==> config.mk <==
export PLATFORM = sky130hd
export DESIGN_NAME = sb_9_chany_drv_flat
export DESIGN_NICKNAME = d
export VERILOG_FILES = /design/src/rtl/sb_9_chany_drv_if.sv /design/src/rtl/sb_9_chany_drv.sv /design/src/flat_wrapper.sv
export SDC_FILE = /design/constraint.sdc
export NUM_CORES = 1
export LEC_CHECK = 0
export BUFFER_PORTS_ARGS = -buffer_cell sky130_fd_sc_hd__buf_2
export CORE_MARGIN = 10
export CORE_UTILIZATION = 60
export DETAILED_ROUTE_END_ITERATION = 6
export PLACE_DENSITY = 0.95
export SLEW_MARGIN = 20
export SYNTH_ARGS = -nofsm -noshare
export SYNTH_HDL_FRONTEND = slang
export SYNTH_SLANG_ARGS = --single-unit
==> constraint.sdc <==
create_clock -name prog_clk -period 3.96 [get_ports prog_clk]
set_input_delay 1.188 -clock prog_clk [delete_from_list [all_inputs] [get_ports prog_clk]]
set_output_delay 1.188 -clock prog_clk [all_outputs]
set_load 0.05 [all_outputs]
==> src/rtl/sb_9_chany_drv_if.sv <==
// sb_9_chany_drv_if: configuration-chain and routing-track bundle for the
// vertical switch-block driver. The master side drives the configuration
// chain and the incoming tracks; the slave side is the driver itself.
interface sb_9_chany_drv_if #(
    parameter int NUM_TRACKS = 64
);
    logic                  config_enable;
    logic                  ccff_head;
    logic                  ccff_tail;
    logic                  config_done;
    logic [0:NUM_TRACKS-1] chany_top_in;
    logic [0:NUM_TRACKS-1] chany_bottom_out;

    modport master (
        output config_enable,
        output ccff_head,
        output chany_top_in,
        input  ccff_tail,
        input  config_done,
        input  chany_bottom_out
    );

    modport slave (
        input  config_enable,
        input  ccff_head,
        input  chany_top_in,
        output ccff_tail,
        output config_done,
        output chany_bottom_out
    );
endinterface

==> src/rtl/sb_9_chany_drv.sv <==
// sb_9_chany_drv: vertical-channel switch-block driver.
// A serial configuration chain (ccff_head -> mem[0] ... mem[CFG_LEN-1] ->
// ccff_tail) holds a 2-bit select per track. Each track selects its own
// input, its upper neighbour, its lower neighbour (indices wrap), or a
// constant 0. Outputs are held at 0 while the chain is shifting.
// Build option: define SB_CHANY_OUTPUT_REG_EN to register chany_bottom_out
// (one cycle latency); otherwise the output stage is combinational.
module sb_9_chany_drv #(
    parameter int NUM_TRACKS = 64,
    parameter int SEL_BITS   = 2
) (
    input  logic                    prog_clk,
    input  logic                    pReset,
    sb_9_chany_drv_if.slave         bus
);

    localparam int         CFG_LEN   = NUM_TRACKS * SEL_BITS;
    localparam logic [7:0] CFG_LEN_C = 8'(CFG_LEN);

    logic [CFG_LEN-1:0]    mem_q;
    logic [CFG_LEN-1:0]    mem_d;
    logic [7:0]            cnt_q;
    logic [7:0]            cnt_d;
    logic                  done_q;
    logic                  done_d;
    logic [0:NUM_TRACKS-1] route_s;

    // Next-state for the chain, the saturating shift counter and the done flag.
    always_comb begin
        mem_d  = mem_q;
        cnt_d  = cnt_q;
        done_d = done_q;
        if (bus.config_enable) begin
            mem_d = {mem_q[CFG_LEN-2:0], bus.ccff_head};
            if (cnt_q != CFG_LEN_C) begin
                cnt_d = cnt_q + 8'd1;
            end else begin
                cnt_d = cnt_q;
            end
        end else begin
            mem_d = mem_q;
            cnt_d = cnt_q;
        end
        done_d = (cnt_d == CFG_LEN_C);
    end

    // Configuration state registers; reset aborts any partial load.
    always_ff @(posedge prog_clk) begin
        if (pReset) begin
            mem_q  <= '0;
            cnt_q  <= 8'd0;
            done_q <= 1'b0;
        end else begin
            mem_q  <= mem_d;
            cnt_q  <= cnt_d;
            done_q <= done_d;
        end
    end

    // Per-track multiplexer driven by the decoded select pair of each track.
    always_comb begin
        route_s = '0;
        for (int i = 0; i < NUM_TRACKS; i++) begin
            case (mem_q[SEL_BITS*i +: 2])
                2'd0:    route_s[i] = bus.chany_top_in[i];
                2'd1:    route_s[i] = bus.chany_top_in[(i + 1) % NUM_TRACKS];
                2'd2:    route_s[i] = bus.chany_top_in[(i + NUM_TRACKS - 1) % NUM_TRACKS];
                default: route_s[i] = 1'b0;
            endcase
        end
    end

`ifdef SB_CHANY_OUTPUT_REG_EN
    logic [0:NUM_TRACKS-1] out_q;

    // Registered output stage; blanked while shifting or in reset.
    always_ff @(posedge prog_clk) begin
        if (pReset) begin
            out_q <= '0;
        end else if (bus.config_enable) begin
            out_q <= '0;
        end else begin
            out_q <= route_s;
        end
    end

    assign bus.chany_bottom_out = out_q;
`else
    logic [0:NUM_TRACKS-1] out_s;

    // Combinational output stage; blanked while shifting or in reset.
    always_comb begin
        out_s = '0;
        if (pReset || bus.config_enable) begin
            out_s = '0;
        end else begin
            out_s = route_s;
        end
    end

    assign bus.chany_bottom_out = out_s;
`endif

    assign bus.ccff_tail   = mem_q[CFG_LEN-1];
    assign bus.config_done = done_q;

endmodule
==> src/flat_wrapper.sv <==
// flat-port wrapper written by rule: the top's interface ports become plain ports
module sb_9_chany_drv_flat 
#(
    parameter int NUM_TRACKS = 64,
    parameter int SEL_BITS   = 2
)
  (prog_clk, pReset, bus_config_enable, bus_ccff_head, bus_chany_top_in, bus_ccff_tail, bus_config_done, bus_chany_bottom_out);
  sb_9_chany_drv_if #(.NUM_TRACKS(NUM_TRACKS)) bus_i ();
  input  logic prog_clk;
  input  logic pReset;
  input wire logic [$bits(bus_i.config_enable)-1:0] bus_config_enable;
  input wire logic [$bits(bus_i.ccff_head)-1:0] bus_ccff_head;
  input wire logic [$bits(bus_i.chany_top_in)-1:0] bus_chany_top_in;
  output wire logic [$bits(bus_i.ccff_tail)-1:0] bus_ccff_tail;
  output wire logic [$bits(bus_i.config_done)-1:0] bus_config_done;
  output wire logic [$bits(bus_i.chany_bottom_out)-1:0] bus_chany_bottom_out;
  assign bus_i.config_enable = bus_config_enable;
  assign bus_i.ccff_head = bus_ccff_head;
  assign bus_i.chany_top_in = bus_chany_top_in;
  assign bus_ccff_tail = bus_i.ccff_tail;
  assign bus_config_done = bus_i.config_done;
  assign bus_chany_bottom_out = bus_i.chany_bottom_out;
  sb_9_chany_drv #(.NUM_TRACKS(NUM_TRACKS), .SEL_BITS(SEL_BITS)) u_core (.prog_clk(prog_clk), .pReset(pReset), .bus(bus_i));
endmodule
**Word level (Yosys, flattened, before mapping)**

Index checks and enable logic that the tools add are counted.

- Reduce and logical (&&, ||, !) cells: 65
- Eq/ne operators: 130
- Mux-type cells: 67
- Add/subtract/negate cells: 1

Operator list:

| cell | count |
|---|---|
| $pmux 1 s3 | 64 |
| $eq 2x1->1 const B | 64 |
| $eq 2x2->1 const B | 64 |
| $logic_not 2->1 | 64 |
| $mux 64 | 1 |
| $mux 8 | 2 |
| $add 8x1->8 const B | 1 |
| $eq 8x8->1 const B | 1 |
| $ne 8x8->1 const B | 1 |
| $logic_or 1x1->1 | 1 |

- Bits of input ports: 68
- Bits in registers: 137

**Depth between registers and ports, before layout**

Gate-level depths: netlist of run 1.

- Word-level depth: 4
- Mapped depth: 5

**Least setup slack after synthesis of run 1**

No wires, ideal clock.

- Path kind: input -> output
- Start point: input bus_config_enable
- End point: output bus_chany_bottom_out[10]
- Path slack: 0.085 ns
- Required time: 2.772 ns
- Arrival: 2.687 ns
- Cell stages on the path: 5
- Cells stage by stage: buf_4 -> or2_2 -> clkbuf_1 -> clkbuf_1 -> nor2_1

- Word-level cells in the longest chain between the ends: 2

RTL lines:

| element | RTL line | RTL |
|---|---|---|
| start, declared | flat_wrapper.sv:11 | `input wire logic [$bits(bus_i.config_enable)-1:0] bus_config_enable;` |
| $logic_or 1x1->1 | sb_9_chany_drv.sv:94 | `if (pReset \|\| bus.config_enable) begin` |
| $mux 64 | sb_9_chany_drv.sv:94 |  |
| end, declared | flat_wrapper.sv:16 | `output wire logic [$bits(bus_i.chany_bottom_out)-1:0] bus_chany_bottom_out;` |

Every way passes these cells.

**Final worst setup path of run 1**

- Start point: input bus_config_enable
- End point: output bus_chany_bottom_out[21]

The elaborated chain is that of the path after synthesis.

==> results.yml, run 1 <==
job:
  maxCapViolCount: 0
logic_synthesis:
  synth_cell_types: 29
  synth-adder-area-share_pct: 0.371
  ys_async_sr_fraction_pct: 0
  synth_xor_xnor_area_share_pct: 0.520
  synth_compound_area_share_pct: 6.85
  seq_area_frac_synth_pct: 40.7
  syn_nets: 869
  ys_top_cells_by_area: "dfxtp_1 (41%), mux2i_1 (29%), nor2_1 (15%)"
  synth_top_area_cell: "dfxtp_1"
  synth_cells: 799
  synthesis.area_sq_mm: 0.00674
  avgSynthCellArea_sq_um: 8.43
  synthSimpleGateAreaFrac_pct: 16.4
  synth.mux.area_fraction_pct: 29.0
  yosysWarningCount: 0
  synth_top_family_by_area: "multiplexers"
  synth_edf_count: 0
  ys_ff_latch: 137
  synth_top_cell_area_share_pct: 40.7
  yosys_most_used_dff: "dfxtp_1"
clock_tree:
  cts_tree: "built"
  clockRootBuffer: "clkbuf_16"
  clock_latency_ns: 0.40
  post_cts_buffers: 0
  cts.clk_slew.worst_paths_ns: 0.06
  postCtsHoldBufs: 0
  clkSinkCount: 137
  cts_resized: 0
  h-tree-depth: 4
  clk_path_buf_depth: 2
  numCtsBuffers: 17
power_and_ir_drop:
  pwr-share-seq_pct: 42.4
  power.density_mw_per_mm2: 405
  p_comb_share_pct: 10.8
  p_int_w: 0.00242
  p_sw_w: 0.000846
  clkPwrFrac_pct: 46.8
  total_power_w: 0.00327
  peakVddDrop_mv: 0.286
  leakagePower_nw: 3.57
  power.share.switching_pct: 25.9
routing:
  routed_wl_mm: 15.3
  post_drt_wl_per_cell_um: 14.3
  drc: 0
  drt_iter0_drc: 296
  vias_per_cell: 5.35
  via_count: 5730
  drtAntennaViolNets: 0
  drtPass1Iterations: 4
place:
  placed_area_sq_mm: 0.00748
  io_buffers: 133
  pre_cts_slack_ns: 0.520
  dpl.hpwl_mm: 10.3
  globalplace.congestion: 0.815
floorplan:
  die_h_um: 126
  die-area_sq_mm: 0.0159
  coreArea_sq_mm: 0.0109
  ioPinCount: 134
  fp-row-count: 38
  initial_core_util_pct: 61.6
  dieWidth_um: 126
critical_path:
  cp.required_ns: 2.77
  r2r_end: "u_core.bus.config_done"
  endpoint_kind: "output port"
  critical_path_class: "input port to output port"
  reg2reg_from: "u_core.cnt_q[2]"
  r2r_setup_slack_ns: 2.26
  startpoint: "bus_config_enable"
  cp.arrival_ns: 2.25
  endpoint: "bus_chany_bottom_out[21]"
  ff2ff_path_depth: 4
  cp_max_fo: 64
  startpoint_type: "input port"
sta:
  final-setup-viol-count: 0
  slew_violations: 0
  rsz0062_at_grt: "false"
  final_hold_viol_count: 0
  fin_tns_setup_ns: 0
  setup_slack_ns: 0.519
  tightest_slew_ns: 0.952
  relSlewSlack_pct: 36.5
  fin_skew_ns: 0.00751
  final.min_clock_period_ns: 3.44
  max_freq_ghz: 0.291
  period_share_pct: 86.9
finish:
  final_cell_mix: "nor2_1 (264), mux2i_1 (195), dfxtp_1 (137), buf_2 (131), inv_1 (69)"
  drive_above_1_share_pct: 18.5
  synthToLayoutAreaGrowth_pct: 19.7
  final_core_util_pct: 73.8
  fin_nets: 988
  final_area_sq_mm: 0.00807
  fill_cells: 782
  final_common_cell: "nor2_1"
global_routing:
  grt_max_degree: 136
  grt_pass1_vias: 5740
  track_usage_pct: 18.8
  grt_overflow: 0
  grt_pass1_wl_mm: 26.1
  antenna_found_initial: 1
min_path:
  min_path_type: "register to register"
run_status:
  status: "complete, no violations"
[layer usage]
layer	wire length (um)	part of all wire [%]	GRT usage [%]
met1	6620	43	21.5
met2	7840	51	33.1
met3	567	3.7	4.15
met4	270	1.8	7.64
met5	0	0	0
[power by group through the flow]
stage / Combinational, W / Clock [W] / Sequential [W]
finish: 0.000352 / 0.00153 / 0.00139
detailed placement: 0.000352 / 0 / 0.00142
CTS: 0.000354 / 0.00155 / 0.00139
global placement: 0.000346 / 0 / 0.00142
global route: 0.000382 / 0.00162 / 0.00139
floorplan: 0.000249 / 0 / 0.00142
[area by class of cell]
class | instances | area (sq um) | share of cell area (%)
Clock buffer | 17 | 425 | 5.27
Inverter | 69 | 259 | 3.21
Tap cell | 140 | 175 | 2.17
Timing Repair Buffer | 137 | 729 | 9.04
Multi-Input combinational cell | 556 | 3580 | 44.4
Clock inverter | 15 | 154 | 1.91
Sequential cell | 137 | 2740 | 34.0
Antenna cell | 1 | 2.50 | 0.0310
[synth_stat cells (all sizes together) (3+ instances only)]
cell type / count
xor2: 3
inv: 69
nor2: 264
nand2: 6
dfxtp: 137
a31oi: 64
mux2i: 195
buf: 15
clkbuf: 22
o21ai: 3
[critical path, cell delays in order]
cell	delay (ns)
buf_6	0.10
or2_2	0.31
buf_12	0.21
nor2_1	0.15
buf_2	0.27
[through the flow]
| step | cells | hold WS, ns |
|---|---|---|
| floorplan | 799 | 0.496 |
| global placement | 1039 | 0.517 |
| detailed placement | 1039 | 0.540 |
| CTS | 1071 | 0.547 |
| global route | 1072 | 0.573 |
| finish | 1072 | 0.545 |
[registers in the layout, indices dropped and copies added, names as in the netlist]
name / cells
u_core.bus.config_done: 1
u_core.cnt_q: 8
u_core.mem_q: 128
[cells by family (layout without fill, tap and decap cells)]
| logic type | Yosys count | in the layout |
|---|---|---|
| other | 0 | 1 |
| AND/OR/NAND/NOR | 283 | 283 |
| buffers and inverters | 106 | 238 |
| flip-flops | 137 | 137 |
| AO/OA/AOI/OAI | 72 | 72 |
| adder cells (fa/ha/maj) | 2 | 2 |
| multiplexers | 195 | 195 |
| XOR/XNOR | 4 | 4 |
[worst min path at each step]
stage | from | to | slack, ns | cells after the start
6_report | u_core.mem_q[22] | u_core.mem_q[22] | 0.54 | 2
3_5_place_dp | u_core.cnt_q[5] | u_core.cnt_q[5] | 0.54 | 2
2_1_floorplan | u_core.cnt_q[4] | u_core.cnt_q[4] | 0.50 | 2
4_1_cts | u_core.cnt_q[5] | u_core.cnt_q[5] | 0.55 | 2
3_3_place_gp | u_core.cnt_q[5] | u_core.cnt_q[5] | 0.52 | 2
5_1_grt | u_core.mem_q[22] | u_core.mem_q[22] | 0.57 | 2
Power figures use the tool's default switching activity.
==> run 2, diff against run 1 <==
ABC_AREA = 1   (was unset)
BUFFER_PORTS_ARGS = unset   (was -buffer_cell sky130_fd_sc_hd__buf_2)
DONT_BUFFER_PORTS = 1   (was unset)
PLACE_DENSITY = 0.85   (was 0.95)
==> run 2 against run 1 <==
  * Clock power is 7% higher
  * Non-clock buffer count decreased by 66
  * Critical path type unchanged
  * Critical path depth stayed put
  * Via count rose by 12%
==> results.yml, run 2 <==
finish:
  antenna_cells: 0
  drive_above_1_share_pct: 10.7
  largest_register_ffs: 128
  top_register: "u_core.mem_q"
  final_cell_mix: "nor2_1 (323), dfxtp_1 (137), o21ai_0 (129), nand2_1 (94), inv_1 (76)"
  final_area_sq_mm: 0.00777
  final_common_cell: "nor2_1"
  synthToLayoutAreaGrowth_pct: 16.6
  fin_nets: 1071
power_and_ir_drop:
  pwr-share-seq_pct: 42.4
  peakVddDrop_mv: 0.412
  p_sw_w: 0.000994
  leakagePower_nw: 3.48
  power.density_mw_per_mm2: 473
  clkPwrFrac_pct: 44.6
  power.share.switching_pct: 27.1
  p_int_w: 0.00268
  p_comb_share_pct: 13.0
sta:
  final_hold_viol_count: 0
  tightest_slew_ns: 0.643
  rsz0062_at_grt: "false"
  max_freq_ghz: 0.283
  relSlewSlack_pct: 57.1
  final-setup-viol-count: 0
  final.min_clock_period_ns: 3.53
  slew_violations: 0
  period_share_pct: 89.1
  fin_skew_ns: 0.00431
  fin_tns_setup_ns: 0
logic_synthesis:
  ys_async_sr_fraction_pct: 0
  synth_cells: 961
  ys_ff_latch: 137
  synth_cell_types: 24
  synth.most_common_cell: "nor2_1"
  yosysWarningCount: 0
  synth_edf_count: 0
  yosys-top-cells-count: "nor2_1 (323), dfxtp_1 (137), o21ai_0 (129)"
  synthesis.area_sq_mm: 0.00667
  ys_top_cells_by_area: "dfxtp_1 (41%), nor2_1 (18%), o21ai_0 (9.7%)"
  synth_top_cell_area_share_pct: 41.1
  syn_nets: 1031
  avgSynthCellArea_sq_um: 6.94
  yosys_most_used_dff: "dfxtp_1"
  seq_area_frac_synth_pct: 41.1
  synth_top_area_cell: "dfxtp_1"
global_routing:
  grt_pass1_vias: 5845
  antenna_found_initial: 0
  busiest_layer: "met2"
  met2_usage_pct: 32.3
  met3_usage_pct: 6.42
  track_usage_pct: 20.1
  grt_use_met1_pct: 24.8
  grt_pass1_wl_mm: 27.4
  grt_overflow: 0
  grt_max_degree: 138
routing:
  drc: 0
  vias_per_cell: 5.58
  drt_iter0_drc: 535
  via_count: 6443
  post_drt_wl_per_cell_um: 14.2
  drtPass1Iterations: 5
  routed_wl_mm: 16.4
  drtAntennaViolNets: 0
clock_tree:
  post_cts_buffers: 0
  cts.clk_slew.worst_paths_ns: 0.06
  numCtsBuffers: 17
  cts_tree: "built"
  cts_resized: 0
  h-tree-depth: 4
  postCtsHoldBufs: 0
  clock_latency_ns: 0.51
  clockRootBuffer: "clkbuf_8"
  clk_path_buf_depth: 2
  clkSinkCount: 137
place:
  globalplace.congestion: 0.855
  placed_area_sq_mm: 0.00715
  io_buffers: 0
  dpl.hpwl_mm: 11.0
critical_path:
  reg2reg_from: "u_core.cnt_q[2]"
  cp.required_ns: 2.77
  critPathSlowestCell: "buf_12"
  endpoint_kind: "output port"
  cpPeakStageDelay_ns: 0.23
  startpoint_type: "input port"
  r2r_setup_slack_ns: 2.62
  worstPathCellList: "nor2_4, buf_12, o311ai_0, nor2_1, buf_4"
  cp_max_fo: 137
  ff2ff_path_depth: 7
  cp.arrival_ns: 2.34
  critical_path_class: "input port to output port"
  r2r_end: "u_core.bus.config_done"
floorplan:
  fp-row-count: 38
  ioPinCount: 134
  coreArea_sq_mm: 0.0108
  dieWidth_um: 125
  die_h_um: 125
  initial_core_util_pct: 61.5
  die-area_sq_mm: 0.0157
min_path:
  hold_depth: 2
  hp-start: "u_core.mem_q[12]"
  min_to: "u_core.mem_q[13]"
  min_path_type: "register to register"
run_status:
  status: "complete, no violations"
job:
  maxCapViolCount: 0
-- run 2: cell count changes in the layout (fill, tap and decap cells not counted), moves of 53 or more --
cell | before | now
mux2i_1 | 195 | 0
o21a_1 | 0 | 62
buf_2 | 131 | 0
o21ai_0 | 3 | 129
o311ai_0 | 0 | 53
nand2_1 | 6 | 94
a31oi_1 | 64 | 0
nor2_1 | 264 | 323
buf_4 | 3 | 70
-- run 2: cells by family (layout without fill, tap and decap cells) --
| family | count (synthesis) | after routing | share of synthesized area [%] |
|---|---|---|---|
| flops | 137 | 137 | 41.1 |
| buf+inv | 130 | 183 | 8.05 |
| compound gates | 263 | 263 | 25.7 |
| simple gates | 428 | 428 | 24.6 |
| fa+ha+maj | 2 | 2 | 0.375 |
| xor+xnor | 1 | 1 | 0.131 |
-- run 2: power by group through the flow --
stage | clock network (W) | logic [W] | registers [W]
2_1_floorplan | 0 | 0.000394 | 0.00156
3_3_place_gp | 0 | 0.000467 | 0.00158
3_5_place_dp | 0 | 0.000477 | 0.00158
4_1_cts | 0.00165 | 0.000482 | 0.00156
5_1_grt | 0.00172 | 0.000533 | 0.00157
6_report | 0.00164 | 0.000478 | 0.00156
-- run 2: layer usage --
metal  part of all wire (%)  vias up
met5                      0        -
met2                     48      196
met1                     44     2937
met3                    7.8       20
met4                    1.0        0
li1                       -     3290
-- run 2: worst max-delay path: cells and delay by family --
kind | cells | cell delay [ns]
compound gates | 1 | 0.19
buf+inv | 2 | 0.46
simple gates | 2 | 0.38
-- run 2: metrics by stage --
stage	util, %	total power, W	setup WS (ns)	cells	hold slack [ns]
2_1_floorplan	-	0.00195	0.275	961	0.477
3_3_place_gp	66.0	0.00205	0.684	1122	0.503
3_5_place_dp	66.0	0.00206	0.683	1122	0.506
4_1_cts	71.7	0.00369	0.625	1154	0.514
5_1_grt	71.7	0.00382	0.530	1154	0.535
6_report	71.7	0.00367	0.432	1154	0.514
-- run 2: worst max-delay path by stage --
stage / from / end / slack (ns)
after floorplan: bus_config_enable / bus_chany_bottom_out[7] / 0.27
after global placement: bus_config_enable / bus_chany_bottom_out[63] / 0.68
after detailed placement: bus_config_enable / bus_chany_bottom_out[63] / 0.68
after CTS: bus_config_enable / bus_chany_bottom_out[33] / 0.62
after global routing: bus_config_enable / bus_chany_bottom_out[33] / 0.53
final: bus_config_enable / bus_chany_bottom_out[33] / 0.43
-- run 2: layout make-up --
type,instances,area [sq um]
Clock inverter,12,173
Multi-Input combinational cell,694,3390
Sequential cell,137,2740
Tap cell,140,175
Fill cell,875,3070
Clock buffer,20,445
Timing Repair Buffer,71,546
Inverter,80,302
